$ cat src/rtl/block_sync_pkg.sv
// Shared definitions for 64b/66b block synchronisation: header width,
// default lock thresholds, the lock FSM state type and header classification.
package block_sync_pkg;

  localparam int HDR_WIDTH       = 2;
  localparam int DEF_LOCK_CNT    = 64;
  localparam int DEF_INVALID_MAX = 16;
  localparam int DEF_SLIP_WAIT   = 4;
  // Number of headers in one invalid-count window while locked.
  localparam int WINDOW_LEN      = 64;

  typedef enum logic [1:0] {
    ST_HUNT      = 2'd0,
    ST_SLIP      = 2'd1,
    ST_SLIP_WAIT = 2'd2,
    ST_LOCKED    = 2'd3
  } lock_state_t;

  // Only 01 and 10 are legal 66b sync headers; 00 and 11 mean misalignment.
  function automatic logic hdr_is_valid(input logic [HDR_WIDTH-1:0] hdr);
    return (hdr == 2'b01) || (hdr == 2'b10);
  endfunction

endpackage

$ cat src/rtl/rx_block_lock.sv
// Receive block-lock state machine: hunts for LOCK_CNT consecutive valid sync
// headers, requests single-bit slips from the gearbox on misalignment, and
// drops lock when INVALID_MAX bad headers land inside one 64-header window.
module rx_block_lock
  import block_sync_pkg::*;
#(
  parameter int LOCK_CNT    = DEF_LOCK_CNT,
  parameter int INVALID_MAX = DEF_INVALID_MAX,
  parameter int SLIP_WAIT   = DEF_SLIP_WAIT
) (
  input  logic                 i_clk,
  input  logic                 i_reset_n,
  input  logic [HDR_WIDTH-1:0] i_sync_hdr,
  input  logic                 i_hdr_valid,
  output logic                 o_slip,
  output logic                 o_block_lock,
  output logic [4:0]           o_invalid_cnt,
  output logic [15:0]          o_slip_cnt
);

  // The header counter serves both the hunt run length and the locked window.
  localparam int SH_MAX = (LOCK_CNT > WINDOW_LEN) ? LOCK_CNT : WINDOW_LEN;
  localparam int SH_W   = $clog2(SH_MAX + 1);
  localparam int WAIT_W = (SLIP_WAIT > 1) ? $clog2(SLIP_WAIT) : 1;

  lock_state_t       state, state_nxt;
  logic [SH_W-1:0]   sh_cnt, sh_nxt, sh_inc;
  logic [4:0]        inv_cnt, inv_nxt, inv_inc;
  logic [WAIT_W-1:0] wait_cnt, wait_nxt;
  logic [15:0]       slip_cnt, slip_cnt_nxt;
  logic              hdr_ok;

  // Saturating increment for the slip statistics counter.
  function automatic logic [15:0] sat_inc16(input logic [15:0] val);
    return (val == 16'hFFFF) ? val : val + 16'd1;
  endfunction

  assign hdr_ok  = hdr_is_valid(i_sync_hdr);
  assign sh_inc  = sh_cnt + 1'b1;
  assign inv_inc = inv_cnt + 5'd1;

  // State and counter registers with synchronous active-low reset.
  always_ff @(posedge i_clk) begin
    if (!i_reset_n) begin
      state    <= ST_HUNT;
      sh_cnt   <= '0;
      inv_cnt  <= '0;
      wait_cnt <= '0;
      slip_cnt <= '0;
    end else begin
      state    <= state_nxt;
      sh_cnt   <= sh_nxt;
      inv_cnt  <= inv_nxt;
      wait_cnt <= wait_nxt;
      slip_cnt <= slip_cnt_nxt;
    end
  end

  // Next-state and counter update logic.
  always_comb begin
    state_nxt    = state;
    sh_nxt       = sh_cnt;
    inv_nxt      = inv_cnt;
    wait_nxt     = wait_cnt;
    slip_cnt_nxt = slip_cnt;
    unique case (state)
      ST_HUNT: begin
        if (i_hdr_valid) begin
          if (hdr_ok) begin
            if (sh_inc == SH_W'(LOCK_CNT)) begin
              state_nxt = ST_LOCKED;
              sh_nxt    = '0;
              inv_nxt   = '0;
            end else begin
              sh_nxt = sh_inc;
            end
          end else begin
            // Counted as a slip when the pulse is issued.
            state_nxt    = ST_SLIP;
            sh_nxt       = '0;
            inv_nxt      = '0;
            slip_cnt_nxt = sat_inc16(slip_cnt);
          end
        end
      end
      ST_SLIP: begin
        state_nxt = ST_SLIP_WAIT;
        wait_nxt  = '0;
      end
      ST_SLIP_WAIT: begin
        // Headers are ignored while the gearbox realigns.
        if (wait_cnt == WAIT_W'(SLIP_WAIT - 1)) begin
          state_nxt = ST_HUNT;
          sh_nxt    = '0;
          inv_nxt   = '0;
          wait_nxt  = '0;
        end else begin
          wait_nxt = wait_cnt + 1'b1;
        end
      end
      ST_LOCKED: begin
        if (i_hdr_valid) begin
          // Loss of lock is checked before the window wrap so it wins a tie.
          if (!hdr_ok && (inv_inc == 5'(INVALID_MAX))) begin
            state_nxt    = ST_SLIP;
            sh_nxt       = '0;
            inv_nxt      = '0;
            slip_cnt_nxt = sat_inc16(slip_cnt);
          end else if (sh_inc == SH_W'(WINDOW_LEN)) begin
            sh_nxt  = '0;
            inv_nxt = '0;
          end else begin
            sh_nxt  = sh_inc;
            inv_nxt = hdr_ok ? inv_cnt : inv_inc;
          end
        end
      end
      default: begin
        state_nxt = ST_HUNT;
        sh_nxt    = '0;
        inv_nxt   = '0;
        wait_nxt  = '0;
      end
    endcase
  end

  // Outputs are decoded straight from registered state, so they move one
  // cycle after the triggering header.
  assign o_slip        = (state == ST_SLIP);
  assign o_block_lock  = (state == ST_LOCKED);
  assign o_invalid_cnt = (state == ST_LOCKED) ? inv_cnt : 5'd0;
  assign o_slip_cnt    = slip_cnt;

endmodule

$ cat config.mk
export PLATFORM = sky130hd
export DESIGN_NAME = rx_block_lock
export DESIGN_NICKNAME = d
export VERILOG_FILES = /design/src/rtl/block_sync_pkg.sv /design/src/rtl/rx_block_lock.sv
export SDC_FILE = /design/constraint.sdc
export NUM_CORES = 1
export LEC_CHECK = 0
export BUFFER_PORTS_ARGS = -buffer_cell sky130_fd_sc_hd__buf_2
export CAP_MARGIN = 40
export CORE_MARGIN = 1.5
export CORE_UTILIZATION = 45
export CTS_CLUSTER_SIZE = 40
export DETAILED_ROUTE_END_ITERATION = 6
export PLACE_DENSITY_LB_ADDON = 0.08
export SLEW_MARGIN = 20
export SYNTH_ARGS = -nofsm -noshare
export SYNTH_HDL_FRONTEND = slang
export SYNTH_SLANG_ARGS = --single-unit
$ cat constraint.sdc
create_clock -name i_clk -period 1.75 [get_ports i_clk]
set_clock_uncertainty 0.05 [all_clocks]
set_input_delay 0.175 -clock i_clk [delete_from_list [all_inputs] [get_ports i_clk]]
set_output_delay 0.175 -clock i_clk [all_outputs]
set_load 0.1 [all_outputs]
# Word level (Yosys, flattened, before mapping)
# Cells that the tools add are included.
op_classes:
  mux: 32
  reduce_logical: 11
  n_addsub: 4
  eq_ne: 16
ops:
  columns: ["operator", "n"]
  rows:
  - ["16-bit 2-to-1 mux", 5]
  - ["5-bit 2-to-1 mux", 9]
  - ["7-bit 2-to-1 mux", 6]
  - ["16-bit case mux with 2 select lines", 1]
  - ["7-bit case mux with 3 select lines", 1]
  - ["16-bit by 1-bit adder with 16-bit output (second input constant)", 1]
  - ["16-bit == test (second input constant)", 1]
  - ["5-bit case mux with 3 select lines", 1]
  - ["2-bit 2-to-1 mux", 7]
  - ["5-bit AND reduction", 2]
  - ["2-bit == test (second input constant)", 4]
  - ["2-bit inequality test (second input constant)", 4]
  - ["2-bit case mux with 4 select lines", 1]
  - ["7-bit by 1-bit adder with 7-bit output (second input constant)", 1]
  - ["7-bit == test (second input constant)", 1]
  - ["6-bit AND reduction", 1]
  - ["5-bit by 1-bit adder with 5-bit output (second input constant)", 1]
  - ["5-bit == test (second input constant)", 1]
  - ["2-bit by 1-bit == test with 1-bit output (second input constant)", 2]
  - ["4-bit by 2-bit inequality test with 1-bit output (second input constant)", 1]
  - ["2-bit case mux with 2 select lines", 1]
  - ["4-bit AND reduction", 1]
  - ["2-bit nonzero test", 2]
  - ["3-bit inequality test (second input constant)", 1]
  - ["other kinds (7)", 7]
word_totals:
  word_cells: 68
  inputBits: 5
  out_inout_bits: 23
  reg_bits: 32

# Depth between registers and ports, before layout
# Gate-level depths: netlist of run 1.
depth:
  depth_word: 7
  ltp_mapped: 9
  ltp_nobuf: 7

# Least setup slack after synthesis of run 1
# OpenSTA, ideal clock, no wires.
synth_timing:
  kind: "register to register"
  from: "register state[0]"
  to: "register inv_cnt[4]"
  path_stages_with_launch: 8
  n_path_buf: 2
  setup_slack_ns: -0.961
  setup_time_ns: 0.079
  period_less_slack_ns: 2.711
  required_ns: 1.621
  arrival_ns: 2.582
  cell_sequence: "dfxtp_1 -> ha_1 -> buf_2 -> nor2_1 -> o211ai_1 -> clkbuf_1 -> o211ai_1 -> o211ai_1"
synth_between:
  elab_chain_len: 3
  word_cells_on_any_way: 11
  cone_classes: "eq/ne (7); mux (1); reduce/logical (3)"
synth_lines:
  columns: ["element", "line_no", "source"]
  rows:
  - ["from (decl)", "rx_block_lock.sv:26", "lock_state_t state, state_nxt;"]
  - ["from (signal assigned)", "rx_block_lock.sv:51", "state <= state_nxt;"]
  - ["2-bit == test (*)", null, null]
  - ["net o_block_lock", "rx_block_lock.sv:16", "output logic o_block_lock,"]
  - ["4-bit by 2-bit inequality test with 1-bit output (no line), or another cell as far along", null, null]
  - ["6-bit AND reduction (no line)", null, null]
  - ["to (signal assigned)", "rx_block_lock.sv:53", "inv_cnt <= inv_nxt;"]
  - ["to (decl)", "rx_block_lock.sv:28", "logic [4:0] inv_cnt, inv_nxt, inv_inc;"]
# The timed path passes the listed nets; every way through them passes the cells marked *.
# A chain may end at the register's enable or synchronous reset.

# Worst setup path after layout of run 1
layout_timing:
  from: "register inv_cnt[0]"
  to: "register slip_cnt[5] (netlist: o_slip_cnt[5])"
layout_between:
  elab_chain_len: 5
layout_lines:
  columns: ["element", "line_no", "source"]
  rows:
  - ["5-bit by 1-bit adder with 5-bit output", "rx_block_lock.sv:40", "assign inv_inc = inv_cnt + 5'd1;"]
  - ["5-bit == test", "rx_block_lock.sv:104", "if (!hdr_ok && (inv_inc == 5'(INVALID_MAX))) begin"]
  - ["1-bit logical AND", "rx_block_lock.sv:104", null]
  - ["2-bit by 1-bit inequality test with 1-bit output (no line)", null, null]
  - ["5-bit AND reduction (no line)", null, null]
  - ["to (signal assigned)", "rx_block_lock.sv:55", "slip_cnt <= slip_cnt_nxt;"]
  - ["to (decl)", "rx_block_lock.sv:30", "logic [15:0] slip_cnt, slip_cnt_nxt;"]
# Every way passes these cells.

==> results of run 1 <==
## path summary, 6_finish.rpt
kind                from        endpoint  cells after the start
max           inv_cnt[0]   o_slip_cnt[5]                      7
min reg2reg  wait_cnt[1]     wait_cnt[1]                      2
max reg2reg   inv_cnt[0]   o_slip_cnt[5]                      7
min            i_reset_n  o_slip_cnt[12]                      4
## metal layers
layer / GRT usage / vias to the layer above / share of wire / wire (um)
li1: - / 1101 / - / -
met1: 0.309 / 1096 / 0.41 / 2670
met2: 0.458 / 71 / 0.53 / 3460
met3: 0.0552 / 10 / 0.047 / 310
met4: 0.0915 / 0 / 0.017 / 110
met5: 0 / - / 0 / 0
## final cells by class
type | instances | area (sq um)
clock inverters | 2 | 35.0
repair buffers | 100 | 880
fillers | 247 | 733
multi-input cells | 190 | 1600
inverters | 6 | 22.5
clock buffers | 6 | 72.6
well taps | 50 | 62.6
flip-flops and latches | 32 | 707
## kinds of logic after synthesis
group	count (synthesis)	synth area share
AND/OR/NAND/NOR	104	0.298
AO/OA/AOI/OAI	67	0.224
flip-flops	32	0.324
buffers and inverters	20	0.0411
adder cells (fa/ha/maj)	10	0.0632
multiplexers	6	0.0367
XOR/XNOR	3	0.0133
## sequential cells by signal, indices dropped and copies added (netlist names)
signal / count
inv_cnt: 5
sh_cnt: 7
wait_cnt: 2
o_slip_cnt: 16
state: 2
## metrics by stage
step,utilization,setup WS [ns]
after floorplan,-,-0.251
after global placement,0.680,-0.168
after detailed placement,0.680,-0.209
after CTS,0.781,-0.194
after global routing,0.822,-0.362
final,0.822,-0.295
## synth_stat cells (3+ instances only)
library cell / n
ha_1: 10
and4_1: 3
nand4_1: 7
a21oi_1: 23
o211ai_1: 8
and2_1: 11
o31ai_1: 13
buf_2: 5
o22ai_1: 4
mux2i_1: 5
clkbuf_1: 7
nand2b_1: 7
and3_1: 3
nor2_1: 9
or4_1: 11
nand2_1: 25
nor3_1: 4
o21ai_0: 6
inv_1: 6
dfxtp_1: 32
nand3_1: 10
## timing repair
| item | 4_1_cts | 5_1_grt |
|---|---|---|
| setup endpoints to repair | 30 | 35 |
| resized for setup | 40 | 32 |
| setup buffers | 8 | 4 |
| pin swaps | 19 | 25 |
| cloned | 2 | 0 |
## worst max-delay path, stage by stage (launching register included)
cell and delay [ns]:
dfxtp_2 0.34, ha_4 0.17, nand3b_1 0.19, mux2i_2 0.27, o2bb2ai_4 0.11, buf_12 0.16, or4_1 0.52, a21oi_1 0.15
## power breakdown
group | switching, mW | internal (mW)
Sequential | 0.0542 | 0.777
Combinational | 1.12 | 0.980
Clock | 0.281 | 0.423
==> results_dict.tcl, run 1 <==
set metrics [dict create \
    floorplan.initialDensity 0.481 \
    tightest_slew_ns 0.487 \
    nNetsFinal 350 \
    slew_headroom 0.677 \
    critPathLaunchType "flop" \
    setup_violations 30 \
    crit_fanout 16 \
    syn-num-nets 257 \
    yosysTopAreaCellShare 0.324 \
    ant_nets 0 \
    clkLatencyLatePin_ns 0.28 \
    synth_edf_count 0 \
    io_pins 28 \
    cts_tree "yes" \
    ir_drop_mv 1.27 \
    postCtsHoldBufs 0 \
    holdWs_ns 0.316 \
    critPathRequiredTime_ns 1.90 \
    grt_max_degree 17 \
    synth_flop_cell "dfxtp_1" \
    ys_seq_area_frac 0.324 \
    fin_setup_tns_ns -5.46 \
    io_buffers 27 \
    grt_pass1_vias 2286 \
    r2r_slack_ns -0.30 \
    worstPathArrival_ns 2.20 \
    cts-buffers-inserted 5 \
    dpl_cell_area_sq_um 2800 \
    drt_iter0_drc 201 \
    drv_slew 0 \
    fp.dieH_um 69.3 \
    p_per_area_nw_per_um2 1070 \
    dp_hpwl_mm 4.03 \
    drive_gt1_frac 0.551 \
    antenna_found_initial 0 \
    yosys.area.top_type "dfxtp_1" \
    netlist_top_cells_area "dfxtp_1 (32%), ha_1 (6.3%), a21oi_1 (5.8%)" \
    avgRoutedWirePerCell_um 17.0 \
    grt.overflow.total 0 \
    grt_first_pass_wirelength_mm 10.4 \
    wl_mm 6.56 \
    die-area_sq_um 4810 \
    ys_warn_count 0 \
    clockRootBuffer "clkbuf_8" \
    place.gp.congestion 0.788 \
    num_vias 2278 \
    min_period_ns 2.05 \
    finalNonFillerCells 386 \
    antenna_cells 0 \
    final_cell_mix "buf_4 (58), nand2_1 (24), buf_2 (21), a21oi_1 (17), dfxtp_4 (16)" \
    avgSynthCellArea_sq_um 8.18 \
    htree_num_levels 2 \
    die-width_um 69.3 \
    core_area_sq_um 4120 \
    drc_errors 0 \
    crit_type "reg2reg" \
    grt_usage 0.260 \
    status "finished, violations left" \
    clock-sinks 32 \
    first_pass_iters 4 \
    synthCells 242 \
    synth_async_sr_flop_share 0 \
    post-route-period-util 1.17 \
    critPathCaptureType "flop" \
    power.leakage_nw 1.33 \
    clock.fmax_ghz 0.489 \
    clk_path_buf_depth 2 \
    violations "setup timing" \
    hold_viol 0 \
    rows 23 \
    hold_class "in2reg" \
    rsz0062_at_grt "yes" \
    area.growth.synth_to_final_pct 70.9 \
    drv_cap 0 \
    syn_area_sq_um 1980 \
    ys_ff_latch 32 \
    total_power_mw 3.63 \
    clk_pin_slew_ns 0.07 \
    viasPerCell 5.90 \
    synth.distinct_cells 47 \
    layout_commonest_cell "buf_4" \
    dp.cells 364 \
    setup_ws_ns -0.295 \
    stdcell_area_sq_um 3380 \
]
(Power assumes the default switching activity.)
==> run 2, diff against run 1 <==
--- a/config.mk
+++ b/config.mk
@@ -9,3 +9,2 @@
 export CAP_MARGIN = 40
-export CORE_MARGIN = 1.5
 export CORE_UTILIZATION = 45
--- a/constraint.sdc
+++ b/constraint.sdc
@@ -4,2 +4,2 @@
 set_output_delay 0.175 -clock i_clk [all_outputs]
-set_load 0.1 [all_outputs]
+set_load 0.02 [all_outputs]
==> results_dict.tcl, run 2 (synthesis results as in run 1) <==
set metrics [dict create \
    status "finished, violations left" \
    violations "setup timing" \
    die-width_um 68.3 \
    crit_chain "ha_4 > nand2_1 > o31ai_4 > o2bb2ai_4 > buf_6 > or4_4 > a21oi_2" \
    io_pins 28 \
    drt_iter0_drc 220 \
    ir_drop_mv 0.944 \
    power.leakage_nw 1.35 \
    drive_gt1_frac 0.551 \
    grt.overflow.total 0 \
    grt_pass1_vias 2112 \
    clk_path_buf_depth 2 \
    p_per_area_nw_per_um2 1030 \
    hold_class "in2reg" \
    cts_tree "yes" \
    clockRootBuffer "clkbuf_8" \
    clk_pin_slew_ns 0.07 \
    drv_slew 0 \
    floorplan.initialDensity 0.481 \
    crit_type "reg2reg" \
    area.growth.synth_to_final_pct 69.0 \
    drc_errors 0 \
    multi_input_area_sq_um 1620 \
    setup_violations 30 \
    dp_hpwl_mm 3.89 \
    ant_nets 0 \
    place.gp.congestion 0.858 \
    grt_usage 0.295 \
    die-area_sq_um 4670 \
    cts-buffers-inserted 5 \
    postCtsHoldBufs 0 \
    critPathRequiredTime_ns 1.93 \
    clock-sinks 32 \
    grt_max_degree 17 \
    io_buffers 27 \
    worstPathArrival_ns 2.21 \
    layout_commonest_cell "buf_4" \
    crit_fanout 8 \
    avgRoutedWirePerCell_um 17.5 \
    fp.dieH_um 68.3 \
    clock.fmax_ghz 0.492 \
    critPathMaxStageDelay_ns 0.42 \
    antenna_found_initial 0 \
    wl_mm 7.04 \
    cpMaxStageDelayCell "or4_4" \
    largest_register_ffs 16 \
    tightest_slew_ns 0.459 \
    total_power_mw 3.46 \
    core_area_sq_um 4120 \
    viasPerCell 5.92 \
    critPathCaptureType "flop" \
    regArea_sq_um 677 \
    critPathLaunchType "flop" \
    min_period_ns 2.03 \
    antenna_cells 0 \
    num_vias 2379 \
    nNetsFinal 366 \
    grt_first_pass_wirelength_mm 10.1 \
    htree_num_levels 2 \
    slew_headroom 0.692 \
    rows 23 \
    fill_cells 251 \
    clkLatencyLatePin_ns 0.30 \
    preCtsSetupSlack_ns -0.250 \
    hold_viol 0 \
    first_pass_iters 5 \
    drv_cap 0 \
    final_cell_mix "buf_4 (74), buf_2 (27), nand2_1 (24), dfxtp_1 (17), buf_6 (14)" \
    setup_ws_ns -0.284 \
    rsz0062_at_grt "yes" \
    post-route-period-util 1.16 \
]
## run 2: final cells by class
class	instances	area share
timing repair buffer	115	0.254
tap	50	0.0187
inverter	6	0.00823
multi-input combinational	191	0.485
clock buffer	5	0.0206
sequential	32	0.202
clock inverter	3	0.0112
## run 2: what timing repair did
| item | in CTS | in global routing |
|---|---|---|
| cloned | 2 | 0 |
| endpoints found under the setup margin | 30 | 30 |
| pin swaps | 15 | 18 |
| gates resized for setup | 39 | 36 |
| setup buffers | 15 | 6 |
## run 2: through the flow
| stage | util | hold slack (ns) | std cells | setup TNS [ns] | cell area [sq um] |
|---|---|---|---|---|---|
| 2_1_floorplan | - | 0.263 | 242 | -0.534 | 2090 |
| 3_3_place_gp | 0.663 | 0.409 | 373 | -3.67 | 2730 |
| 3_5_place_dp | 0.663 | 0.419 | 373 | -4.67 | 2730 |
| 4_1_cts | 0.762 | 0.268 | 397 | -2.63 | 3130 |
| 5_1_grt | 0.813 | 0.303 | 402 | -6.03 | 3340 |
| 6_report | 0.813 | 0.283 | 402 | -4.30 | 3340 |
## run 2: worst paths after layout
kind	endpoint	slack, ns	startpoint	cells after the start
setup / recovery	o_slip_cnt[10]	-0.28	inv_cnt[1]	7
hold / removal	o_slip_cnt[13]	0.28	i_reset_n	3
setup reg to reg	o_slip_cnt[10]	-0.28	inv_cnt[1]	7
hold reg to reg	o_slip_cnt[15]	0.48	o_slip_cnt[15]	2
## run 2: where the power goes
group	leakage, nW	internal, mW	switching (mW)
sequential	0.268	0.789	0.0623
combinational	1.02	0.929	0.954
clock	0.0532	0.415	0.310
total	1.35	2.13	1.33
## run 2: layer usage
| metal | GRT usage | share of wire | up-vias |
|---|---|---|---|
| li1 | - | - | 1134 |
| met1 | 0.378 | 0.42 | 1114 |
| met2 | 0.478 | 0.49 | 111 |
| met3 | 0.0617 | 0.067 | 20 |
| met4 | 0.117 | 0.024 | 0 |
| met5 | 0 | 0 | - |
## run 2: worst max-delay path: cells and delay by family, from the launching register on
family                   cells  cell delay [ns]
flip-flops                   1             0.37
AO/OA/AOI/OAI                3             0.66
AND/OR/NAND/NOR              2             0.55
buffers and inverters        1             0.17
adder cells (fa/ha/maj)      1             0.16
==> run 3, diff against run 2 <==
Settings changed: GPL_TIMING_DRIVEN set to 0.
==> results_dict.tcl, run 3 (synthesis results as in run 1) <==
set metrics [dict create \
    ant_nets 0 \
    floorplan.initialDensity 0.481 \
    rows 23 \
    multi_input_area_sq_um 1590 \
    hold_depth 3 \
    critPathRequiredTime_ns 1.88 \
    core_area_sq_um 4120 \
    grt_max_degree 11 \
    stdcell_area_sq_um 2970 \
    dpl_cell_area_sq_um 2290 \
    grt_first_pass_wirelength_mm 9.23 \
    drc_errors 0 \
    grt.overflow.total 0 \
    netSwitchingFraction 0.415 \
    status "finished, violations left" \
    maxUsedRoutingLayer "met4" \
    die-area_sq_um 4670 \
    clockRootBuffer "clkbuf_8" \
    clk_pin_slew_ns 0.07 \
    seqPwrFrac 0.272 \
    drv_cap 0 \
    routed-wl-met2_mm 3.09 \
    drt-met1-wl_mm 2.85 \
    fin_setup_tns_ns -3.66 \
    clkLatencyLatePin_ns 0.30 \
    clock-sinks 32 \
    io_pins 28 \
    post-route-period-util 1.12 \
    drive_gt1_frac 0.492 \
    avgRoutedWirePerCell_um 17.8 \
    clkPwrFrac 0.181 \
    viasPerCell 6.19 \
    wl_met3_um 323 \
    wl_mm 6.38 \
    regArea_sq_um 686 \
    num_vias 2224 \
    cts-buffers-inserted 5 \
    htree_num_levels 2 \
    worstPathArrival_ns 2.09 \
    setup_ws_ns -0.207 \
    place.gp.congestion 0.789 \
    tightest_slew_ns 0.722 \
    first_pass_iters 4 \
    antenna_found_initial 0 \
    violations "setup timing" \
    final_cell_mix "buf_4 (32), buf_2 (28), nand2_1 (24), a21oi_1 (18), dfxtp_1 (14)" \
    antenna_cells 0 \
    cts_tree "yes" \
    largest_register_ffs 16 \
    io_buffers 27 \
    ir_drop_mv 0.663 \
    min_period_ns 1.96 \
    p_int_mw 1.86 \
    area.growth.synth_to_final_pct 50.1 \
    rsz0062_at_grt "yes" \
    r2r_cells 7 \
    die-width_um 68.3 \
    postCtsHoldBufs 0 \
    power.leakage_nw 1.13 \
    combPwrFrac 0.547 \
    grt_usage 0.269 \
    fill_cells 306 \
    drt_iter0_drc 165 \
    hold_viol 0 \
    critPathCaptureType "flop" \
    grt_pass1_vias 1868 \
    holdWs_ns 0.181 \
    fp.dieH_um 68.3 \
    hold_class "in2reg" \
    nNetsFinal 323 \
    clk_path_buf_depth 2 \
    p_sw_mw 1.32 \
    crit_type "reg2reg" \
    critPathLaunchType "flop" \
    clock.fmax_ghz 0.511 \
    dp_hpwl_mm 3.59 \
    layout_commonest_cell "buf_4" \
    crit_fanout 5 \
    final_core_util 0.722 \
    p_per_area_nw_per_um2 1070 \
    drv_slew 0 \
    slew_headroom 0.517 \
    setup_violations 30 \
]
-- run 3: area by class of cell --
cell class	instances	area share
multi-input combinational	190	0.536
timing repair buffer	59	0.129
clock buffer	5	0.0232
tap	50	0.0211
sequential	32	0.231
clock inverter	3	0.00463
buffer	14	0.0463
inverter	6	0.00927
-- run 3: path summary, 6_finish.rpt --
check | slack [ns] | end | startpoint
setup / recovery | -0.21 | inv_cnt[1] | sh_cnt[6]
hold / removal | 0.18 | o_slip_cnt[1] | i_reset_n
setup reg to reg | -0.21 | inv_cnt[1] | sh_cnt[6]
hold reg to reg | 0.44 | wait_cnt[1] | wait_cnt[1]
-- run 3: metal layers --
metal / track usage / vias up
li1: - / 1048
met1: 0.367 / 1084
met2: 0.407 / 82
met3: 0.0567 / 10
met4: 0.107 / 0
met5: 0 / -
-- run 3: repair_timing --
| item | 4_1_cts | 5_1_grt |
|---|---|---|
| pin swaps | 12 | 22 |
| buffers inserted | 16 | 14 |
| gates cloned | 1 | 1 |
| endpoints found under the setup margin | 30 | 30 |
| gates resized for setup | 50 | 37 |
-- run 3: through the flow --
stage | power, mW | worst slack [ns] | std cells
floorplan | 1.58 | -0.0737 | 242
global placement | 1.83 | -0.378 | 319
detailed placement | 1.83 | -0.372 | 319
CTS | 2.85 | -0.146 | 344
global route | 3.34 | -0.274 | 359
finish | 3.18 | -0.207 | 359
-- run 3: power groups by stage --
stage | combinational [mW] | sequential [mW] | clock (mW)
6_report | 1.74 | 0.866 | 0.577
5_1_grt | 1.85 | 0.875 | 0.611
4_1_cts | 1.41 | 0.865 | 0.581
3_5_place_dp | 0.970 | 0.865 | 0
3_3_place_gp | 0.963 | 0.863 | 0
2_1_floorplan | 0.718 | 0.867 | 0
-- run 3: critical path, stage by stage, from the launching register on --
cell and delay (ns):
dfxtp_1 0.41, or4b_4 0.50, mux2i_4 0.20, buf_4 0.17, a211oi_4 0.08, buf_4 0.18
o211ai_1 0.16, o21ai_1 0.09
